### config.mk
export PLATFORM = sky130hd
export DESIGN_NAME = quad_counter_idx
export DESIGN_NICKNAME = d
export VERILOG_FILES = /design/src/rtl/pluto_pkg.sv /design/src/rtl/quad_input_filter.sv /design/src/rtl/quad_counter_idx.sv
export SDC_FILE = /design/constraint.sdc
export NUM_CORES = 1
export LEC_CHECK = 0
export CORE_UTILIZATION = 41
export DETAILED_ROUTE_END_ITERATION = 16
export GPL_TIMING_DRIVEN = 0
export PLACE_DENSITY = 0.59
export RECOVER_POWER = 25
export SLEW_MARGIN = 0
export SYNTH_ARGS = -nofsm -noshare
export SYNTH_HDL_FRONTEND = slang
export SYNTH_SLANG_ARGS = --single-unit
export TNS_END_PERCENT = 20
### constraint.sdc
create_clock -name clk -period 4.1 [get_ports clk]
set_clock_uncertainty 0.2 [all_clocks]
set_input_delay 0.615 -clock clk [delete_from_list [all_inputs] [get_ports clk]]
set_output_delay 0.615 -clock clk [all_outputs]
set_load 0.05 [all_outputs]
### src/rtl/pluto_pkg.sv
// Shared constants for the quadrature decoder: snapshot word layout,
// transition lookup tables and the step classification helper.
package pluto_pkg;

  localparam int QW_DEF    = 14;
  localparam int CNT_LSB   = 0;
  localparam int IDX_LSB   = QW_DEF;
  localparam int VALID_BIT = 2 * QW_DEF;

  // Bit n set when {prev_ab, cur_ab} == n is a forward step (00->10->11->01->00)
  localparam logic [15:0] FWD_STEP = 16'h2814;
  // Bit n set when {prev_ab, cur_ab} == n is a reverse step
  localparam logic [15:0] REV_STEP = 16'h4182;

  typedef enum logic [1:0] {
    STEP_HOLD = 2'd0,
    STEP_FWD  = 2'd1,
    STEP_REV  = 2'd2,
    STEP_ERR  = 2'd3
  } step_e;

  function automatic step_e decode_step(input logic [1:0] prev_ab, input logic [1:0] cur_ab);
    logic [3:0] code;
    code = {prev_ab, cur_ab};
    if (FWD_STEP[code])
      decode_step = STEP_FWD;
    else if (REV_STEP[code])
      decode_step = STEP_REV;
    else if ((prev_ab ^ cur_ab) == 2'b11)
      decode_step = STEP_ERR;
    else
      decode_step = STEP_HOLD;
  endfunction

endpackage

### src/rtl/quad_input_filter.sv
// Two-flop synchronizer followed by a stability filter: the output follows
// the synchronized pin only after it has disagreed for FILT_LEN clocks in a row.
module quad_input_filter #(
  parameter int FILT_LEN = 4
) (
  input  logic clk,
  input  logic reset,
  input  logic din,
  output logic dout
);

  localparam logic [3:0] RUN_LAST = 4'(FILT_LEN - 1);

  logic       sync_1;
  logic       sync_2;
  logic [3:0] run_cnt;

  // Bring the asynchronous pin into the clk domain
  always_ff @(posedge clk or posedge reset) begin
    if (reset) begin
      sync_1 <= 1'b0;
      sync_2 <= 1'b0;
    end else begin
      sync_1 <= din;
      sync_2 <= sync_1;
    end
  end

  // Count consecutive disagreements; any agreement restarts the run
  always_ff @(posedge clk or posedge reset) begin
    if (reset) begin
      dout    <= 1'b0;
      run_cnt <= 4'd0;
    end else if (sync_2 != dout) begin
      if (run_cnt == RUN_LAST) begin
        dout    <= sync_2;
        run_cnt <= 4'd0;
      end else begin
        run_cnt <= run_cnt + 4'd1;
      end
    end else begin
      run_cnt <= 4'd0;
    end
  end

endmodule

### src/rtl/quad_counter_idx.sv
// Per-axis quadrature decoder: filtered A/B drive a wrapping 4x up/down count,
// Z rising edges latch the count, and snap captures a coherent status word.
module quad_counter_idx
  import pluto_pkg::*;
#(
  parameter int QW       = pluto_pkg::QW_DEF,
  parameter int FILT_LEN = 4
) (
  input  logic            clk,
  input  logic            reset,
  input  logic            quadA,
  input  logic            quadB,
  input  logic            quadZ,
  input  logic            zpol,
  input  logic            idx_arm,
  input  logic            snap,
  output logic [2*QW:0]   quad_out,
  output logic            quad_err,
  output logic [QW-1:0]   count_live
);

  logic          a_f;
  logic          b_f;
  logic          z_f;
  logic          z_eff;
  logic [1:0]    prev_ab;
  logic          prev_z;
  logic [QW-1:0] count;
  logic [QW-1:0] count_nxt;
  logic [QW-1:0] idx_count;
  logic          idx_valid;
  logic          err;
  logic          idx_evt;
  step_e         step;

  quad_input_filter #(.FILT_LEN(FILT_LEN)) u_filt_a (.clk(clk), .reset(reset), .din(quadA), .dout(a_f));
  quad_input_filter #(.FILT_LEN(FILT_LEN)) u_filt_b (.clk(clk), .reset(reset), .din(quadB), .dout(b_f));
  quad_input_filter #(.FILT_LEN(FILT_LEN)) u_filt_z (.clk(clk), .reset(reset), .din(quadZ), .dout(z_f));

  assign z_eff   = z_f ^ zpol;
  assign idx_evt = idx_arm & z_eff & ~prev_z;

  // Classify the A/B transition and compute the next count (modulo 2^QW)
  always_comb begin
    step      = decode_step(prev_ab, {a_f, b_f});
    count_nxt = count;
    case (step)
      STEP_FWD: count_nxt = count + QW'(1);
      STEP_REV: count_nxt = count - QW'(1);
      default:  count_nxt = count;
    endcase
  end

  // Position count and previous-sample history
  always_ff @(posedge clk or posedge reset) begin
    if (reset) begin
      count   <= '0;
      prev_ab <= 2'b00;
      prev_z  <= 1'b0;
    end else begin
      count   <= count_nxt;
      prev_ab <= {a_f, b_f};
      prev_z  <= z_eff;
    end
  end

  // Index latch; a new event wins over the snap clear
  always_ff @(posedge clk or posedge reset) begin
    if (reset) begin
      idx_count <= '0;
      idx_valid <= 1'b0;
    end else if (idx_evt) begin
      idx_count <= count_nxt;
      idx_valid <= 1'b1;
    end else if (snap) begin
      idx_valid <= 1'b0;
    end
  end

  // Sticky illegal-transition flag; a new error wins over the snap clear
  always_ff @(posedge clk or posedge reset) begin
    if (reset)
      err <= 1'b0;
    else if (step == STEP_ERR)
      err <= 1'b1;
    else if (snap)
      err <= 1'b0;
  end

  // Snapshot uses register values from before the snap edge
  always_ff @(posedge clk or posedge reset) begin
    if (reset) begin
      quad_out <= '0;
      quad_err <= 1'b0;
    end else if (snap) begin
      quad_out <= {idx_valid, idx_count, count};
      quad_err <= err;
    end
  end

  assign count_live = count;

endmodule

After elaboration in Yosys (flattened, before gate mapping). Memory sizes are Yosys's and may differ from the RTL's. Cells that the tools add are included.

Register bits: 84. Bits in latches: 0. RAM bits: 0. Bits in read-only memories: 32. Bits of input ports: 8. Output and inout bits: 44. Word-level logic and storage cells: 63. Memories kept: 2.

Add/sub/neg operators: 5. Multiply operators: 0. Divide/modulo/power cells: 0. Magnitude comparators: 1. Equal/unequal tests: 10. Shift-type cells: 0. Mux-type cells: 15. Bitwise logic cells: 5. Reduce and logical (&&, ||, !) cells: 5.

Memory list: (no name shown) (words 16, width 1, read ports 1, clocked after memory_dff 0, wr ports 0, line pluto_pkg.sv:27) `else if (REV_STEP[code])`; (no name shown) (words 16, width 1, read ports 1, clocked after memory_dff 0, wr ports 0, line pluto_pkg.sv:25) `if (FWD_STEP[code])`.

Operators with widths (count): $pmux 14 s2 (1); $mux 4 (6); $add 14x1->14 const B (1); $sub 14x1->14 const B (1); $add 4x1->4 const B (3); $eq 4x2->1 const B (3); $eq 2x2->1 const B (3); $mux 2 (3); $reduce_and 2->1 (3); $lt 4x5->1 const B (1); $mux 1 (5); $reduce_bool 2->1 (2); $ne 1x1->1 (3); $and 1x1->1 (2); $eq 2x1->1 const B (1); $xor 2x2->2 (1); $not 1->1 (1); $xor 1x1->1 (1).

Logic depth before layout (Yosys ltp).
Depth in word-level cells: 7. Gate-level depth with buffers: 19. Mapped depth without buffers: 14.

Cells and area by module. From an unflattened synthesis, not the netlist that was laid out.

Cells, all modules: 385. Area, all modules: 4324.1 um^2.

Modules (own cells, without submodules): quad_counter_idx (times used 1, cells each 322, area each 3457.1 um^2, sequential area each 1576.5 um^2); quad_input_filter (times used 3, cells each 21, area each 289.0 um^2, sequential area each 175.2 um^2).

Least setup slack after synthesis. No wires, ideal clock.

Path type: flip-flop to flip-flop. Start point: register u_filt_a.dout. End point: register idx_count[10]. Library setup time: 0.125 ns. Arrival time: 3.376 ns. Required time: 3.775 ns. Setup slack: 0.399 ns. Stages on the path, launching flop included: 18. Cells stage by stage: dfrtp_1 > clkbuf_1 > nor2_1 > o31ai_1 > ha_1 > buf_6 > buf_6 > buf_2 > buf_2 > xor2_1 > ha_1 > nand2b_1 > o21ai_1 > o22ai_2 > o311ai_1 > nor2_2 > xnor2_2 > mux2_2.

Word-level cells in the longest chain between the ends: 7. Elaborated cells between the ends (all ways): 12. Those cells by class: eq/ne (3); mux (6); bitwise (1); memory (2).

RTL lines: from (decl) (line quad_input_filter.sv:9) `output logic dout`; from (signal assigned) (line quad_input_filter.sv:36) `dout <= sync_2;`; parallel branches: the longest is 4 deep, another holds $mem_v2 16x1; $mux 2 (*) (line pluto_pkg.sv:25); $eq 2x2->1 / $eq 2x1->1 (equally long branches) (line quad_counter_idx.sv:47) `case (step)`; $pmux 14 s2 (*) (line quad_counter_idx.sv:47); net count_nxt[10] (line quad_counter_idx.sv:29) `logic [QW-1:0] count_nxt;`; to (signal assigned) (line quad_counter_idx.sv:73) `idx_count <= count_nxt;`; to (decl) (line quad_counter_idx.sv:30) `logic [QW-1:0] idx_count;`.

Mark *: on every way through the listed nets, which the timed path passes. The select of a mux whose other input is x is not followed. A chain may end at the register's enable or synchronous reset.

Final worst setup path. Ends and elaborated chain as after synthesis.

==> results.md <==
- Status: complete, but fails checks
- Failing checks: max-capacitance violations, max-slew violations
- Max Cap Viol: 1
- CTS Buffer Depth: 2
- Total vias in the final route: 2,840
- Drt drc: 0
- Wire per inst: 15.1 um
- Buffer count from post-CTS setup fixing: 0
- Post-Syn Area per Cell: 12.0 um^2
- Die area: 10,400 um^2
- Worst-path clk slew: 0.08 ns
- Synth Register Bits: 84
- All-Layer GR Usage: 17.3%
- Fmax: about 0.26 GHz
- Area of the mapped netlist: 4080 um^2
- Worst-path maximum fanout: 19
- Ys flop type: dfrtp_1
- Area of the core: roughly 9700 um^2
- Final cell count without fillers: 539
- Area delta synth->final: 22.4%
- N_diodes: 0
- Slew Limit Fails: 32
- Total Routed Length: 8.16 mm
- Post-synthesis cell type count: 60
- Placed cells: 525
- Critical R2R Launch: u_filt_a.dout
- Clk_lat worst skew: 0.36 ns
- Hold_sp: u_filt_z.sync_1
- Fin Setup TNS: 0 ns
- Fraction of layout cells with a size suffix above 1: 23.6%
- Initial detailed-routing violation count: 108
- Setup CP Type: flip-flop to flip-flop
- Post-synth EDFFs: 0
- DP HPWL: 5.76 mm
- Vias per std cell: 5.27
- Worst Tran Pin Value: around 1.5 ns
- H-tree depth: 3
- GR Overflow Total: 0
- Net Count, Synth: between 300 and 400
- Syn Inst Count: 340
- Commonest cells after routing, fill and taps aside: dfrtp_1, mux2_2, clkdlybuf4s50_1, nor2_1, xor2_1
- Crit start category: flip-flop
- # nets final: 417
- CP arrival: 3.87 ns
- Initial antenna violation count: 0
- Fin crit share: 93.5%
- Slew HR: -1.97%
- Post-synth ARST share: between 90% and 100%
- First-pass GRT wire length: between 10 and 15 mm
- Hold crit path type: flip-flop to flip-flop
- # clock sinks: 84
- CTS tree: yes
- Starting Density: a little over two fifths
- Chip height: 102 um
- CTS Buf Count: 9
- Die W: slightly above 100 um
- Final hold vios: 0
- Critical path capture point type: flip-flop
- Cts hold-fix bufs: 0
- Largest net degree at the start of global routing: 54
- Sequential element share of the synthesized area: just over 50%
- CP required: 4.14 ns
- Vias in the first global route: about 2,700
- Root Buffer: clkbuf_8
- RSZ-0062 raised after global routing: false
- Antenna violation net count after detailed routing: 0
- Critical Path Start: u_filt_a.dout
- Tmin final: 3.84 ns
- Pre-antenna DRT Iters: 4
- Final setup violation count: 0
- Routability cong.: approximately 0.84
- Number of I/O pins: 52
- Placement row count: 36
- Commonest non-fill, non-tap cell in the layout: dfrtp_1
- PortBufs: 51
- YS warnings: 0
## worst paths after layout
path / slack, ns / cells after the start / end
min in group asynchronous: 0.86 / 2 / quad_out[15]
min: 0.15 / 0 / u_filt_z.sync_2
max: 0.26 / 16 / idx_count[10]
max in group asynchronous: 2.00 / 3 / count_live[11]
max reg2reg: 0.26 / 16 / idx_count[10]
min reg2reg: 0.15 / 0 / u_filt_z.sync_2
## registers in the layout, summed over array words and instances, names as in the netlist
| name | count |
|---|---|
| u_filt_z.sync_2 | 1 |
| u_filt_z.sync_1 | 1 |
| u_filt_a.sync_1 | 1 |
| u_filt_z.dout | 1 |
| u_filt_z.run_cnt | 4 |
| u_filt_a.sync_2 | 1 |
| idx_count | 14 |
| quad_out | 29 |
| u_filt_a.dout | 1 |
| idx_valid | 1 |
| u_filt_b.dout | 1 |
| u_filt_b.sync_2 | 1 |
| err | 1 |
| quad_err | 1 |
| u_filt_b.run_cnt | 4 |
| u_filt_b.sync_1 | 1 |
| prev_z | 1 |
| u_filt_a.run_cnt | 4 |
| prev_ab | 2 |
| count_live | 14 |
## worst max-delay path, stage by stage, from the launching register on
cell and delay, ns:
dfrtp_1 0.38, clkbuf_2 0.17, nor2b_1 0.16, o31ai_2 0.30, ha_1 0.26, buf_6 0.16, buf_6 0.20, buf_4 0.21
xor2_1 0.16, ha_1 0.21, nand2b_1 0.08, o21ai_2 0.19, o22ai_2 0.14, o311ai_1 0.36, nor2_2 0.11, xnor2_2 0.15
mux2_2 0.28
## area by class of cell
| class | instances | area, um^2 |
|---|---|---|
| Multi-Input combinational cell | 227 | 1840 |
| Timing Repair Buffer | 52 | 538 |
| Clock inverter | 3 | 46.3 |
| Tap cell | 133 | 166 |
| Clock buffer | 12 | 145 |
| Fill cell | 905 | 4730 |
| Buffer | 24 | 148 |
| Inverter | 4 | 16.3 |
| Sequential cell | 84 | 2100 |
## logic make-up after synthesis
kind of cell / after synthesis / share of synthesized area, %
DFF: 84 / 51.5
AOI/OAI and AO/OA: 57 / 9.68
buffers and inverters: 29 / 4.01
xor gates and xnor gates: 23 / 5.30
adders and majority gates: 7 / 2.15
and+or+nand+nor: 89 / 13.4
muxes: 51 / 14.0
## per-layer routing
metal | up-vias | part of all wire, % | GRT usage [%]
met1 | 1410 | 49 | 24.2
met2 | 75 | 45 | 26.1
met4 | 0 | 2.0 | 8.03
li1 | 1341 | - | -
met5 | - | 0 | 0
met3 | 14 | 4.2 | 3.11
## per-stage QoR
stage | hold WS, ns | cell area, um^2 | utilization [%] | setup slack (ns)
global placement | 0.135 | 4760 | 48.9 | -0.208
detailed placement | 0.136 | 4790 | 49.2 | -0.286
global route | 0.167 | 5000 | 51.4 | 0.00729
CTS | 0.156 | 4980 | 51.2 | 0.204
finish | 0.151 | 5000 | 51.4 | 0.265
floorplan | 0.131 | 4080 | - | 0.399
## cell usage after synthesis (2+ instances only)
| master | n | area share (%) |
|---|---|---|
| and4b_1 | 2 | 0.49 |
| xnor2_1 | 9 | 1.9 |
| nor3_1 | 8 | 0.98 |
| nor3b_1 | 4 | 0.74 |
| ha_1 | 7 | 2.1 |
| buf_2 | 10 | 1.2 |
| a21oi_1 | 10 | 1.2 |
| o31a_1 | 7 | 1.5 |
| and3_1 | 2 | 0.31 |
| o21a_1 | 3 | 0.55 |
| a21o_1 | 7 | 1.3 |
| o22ai_1 | 2 | 0.31 |
| and3b_1 | 2 | 0.43 |
| nand3b_1 | 4 | 0.74 |
| nand2b_1 | 5 | 0.77 |
| o21ai_1 | 5 | 0.61 |
| o211ai_1 | 2 | 0.37 |
| nand4_1 | 4 | 0.61 |
| a31oi_1 | 3 | 0.46 |
| mux2i_1 | 3 | 0.74 |
| nand4b_1 | 3 | 0.64 |
| o21ai_0 | 8 | 0.98 |
| nor2b_1 | 7 | 1.1 |
| or3b_1 | 2 | 0.43 |
| buf_6 | 5 | 1.4 |
| xor2_1 | 12 | 2.6 |
| nor2_1 | 15 | 1.4 |
| buf_1 | 3 | 0.28 |
| inv_1 | 4 | 0.37 |
| clkbuf_1 | 5 | 0.46 |
| xnor2_2 | 2 | 0.80 |
| mux2_2 | 47 | 13 |
| dfrtp_1 | 84 | 51 |
| nand2_1 | 11 | 1.0 |
| nand3_1 | 8 | 0.98 |
## repair_timing
item                                    4_1_cts  5_1_grt
pin swaps                                     0        0
gates cloned                                  0        0
gates resized for setup                       3        3
endpoints found under the setup margin        7        2
Power is left out: the tool's default activity adds up to more than one toggle a clock period on the data nets, which glitch-free logic cannot reach.
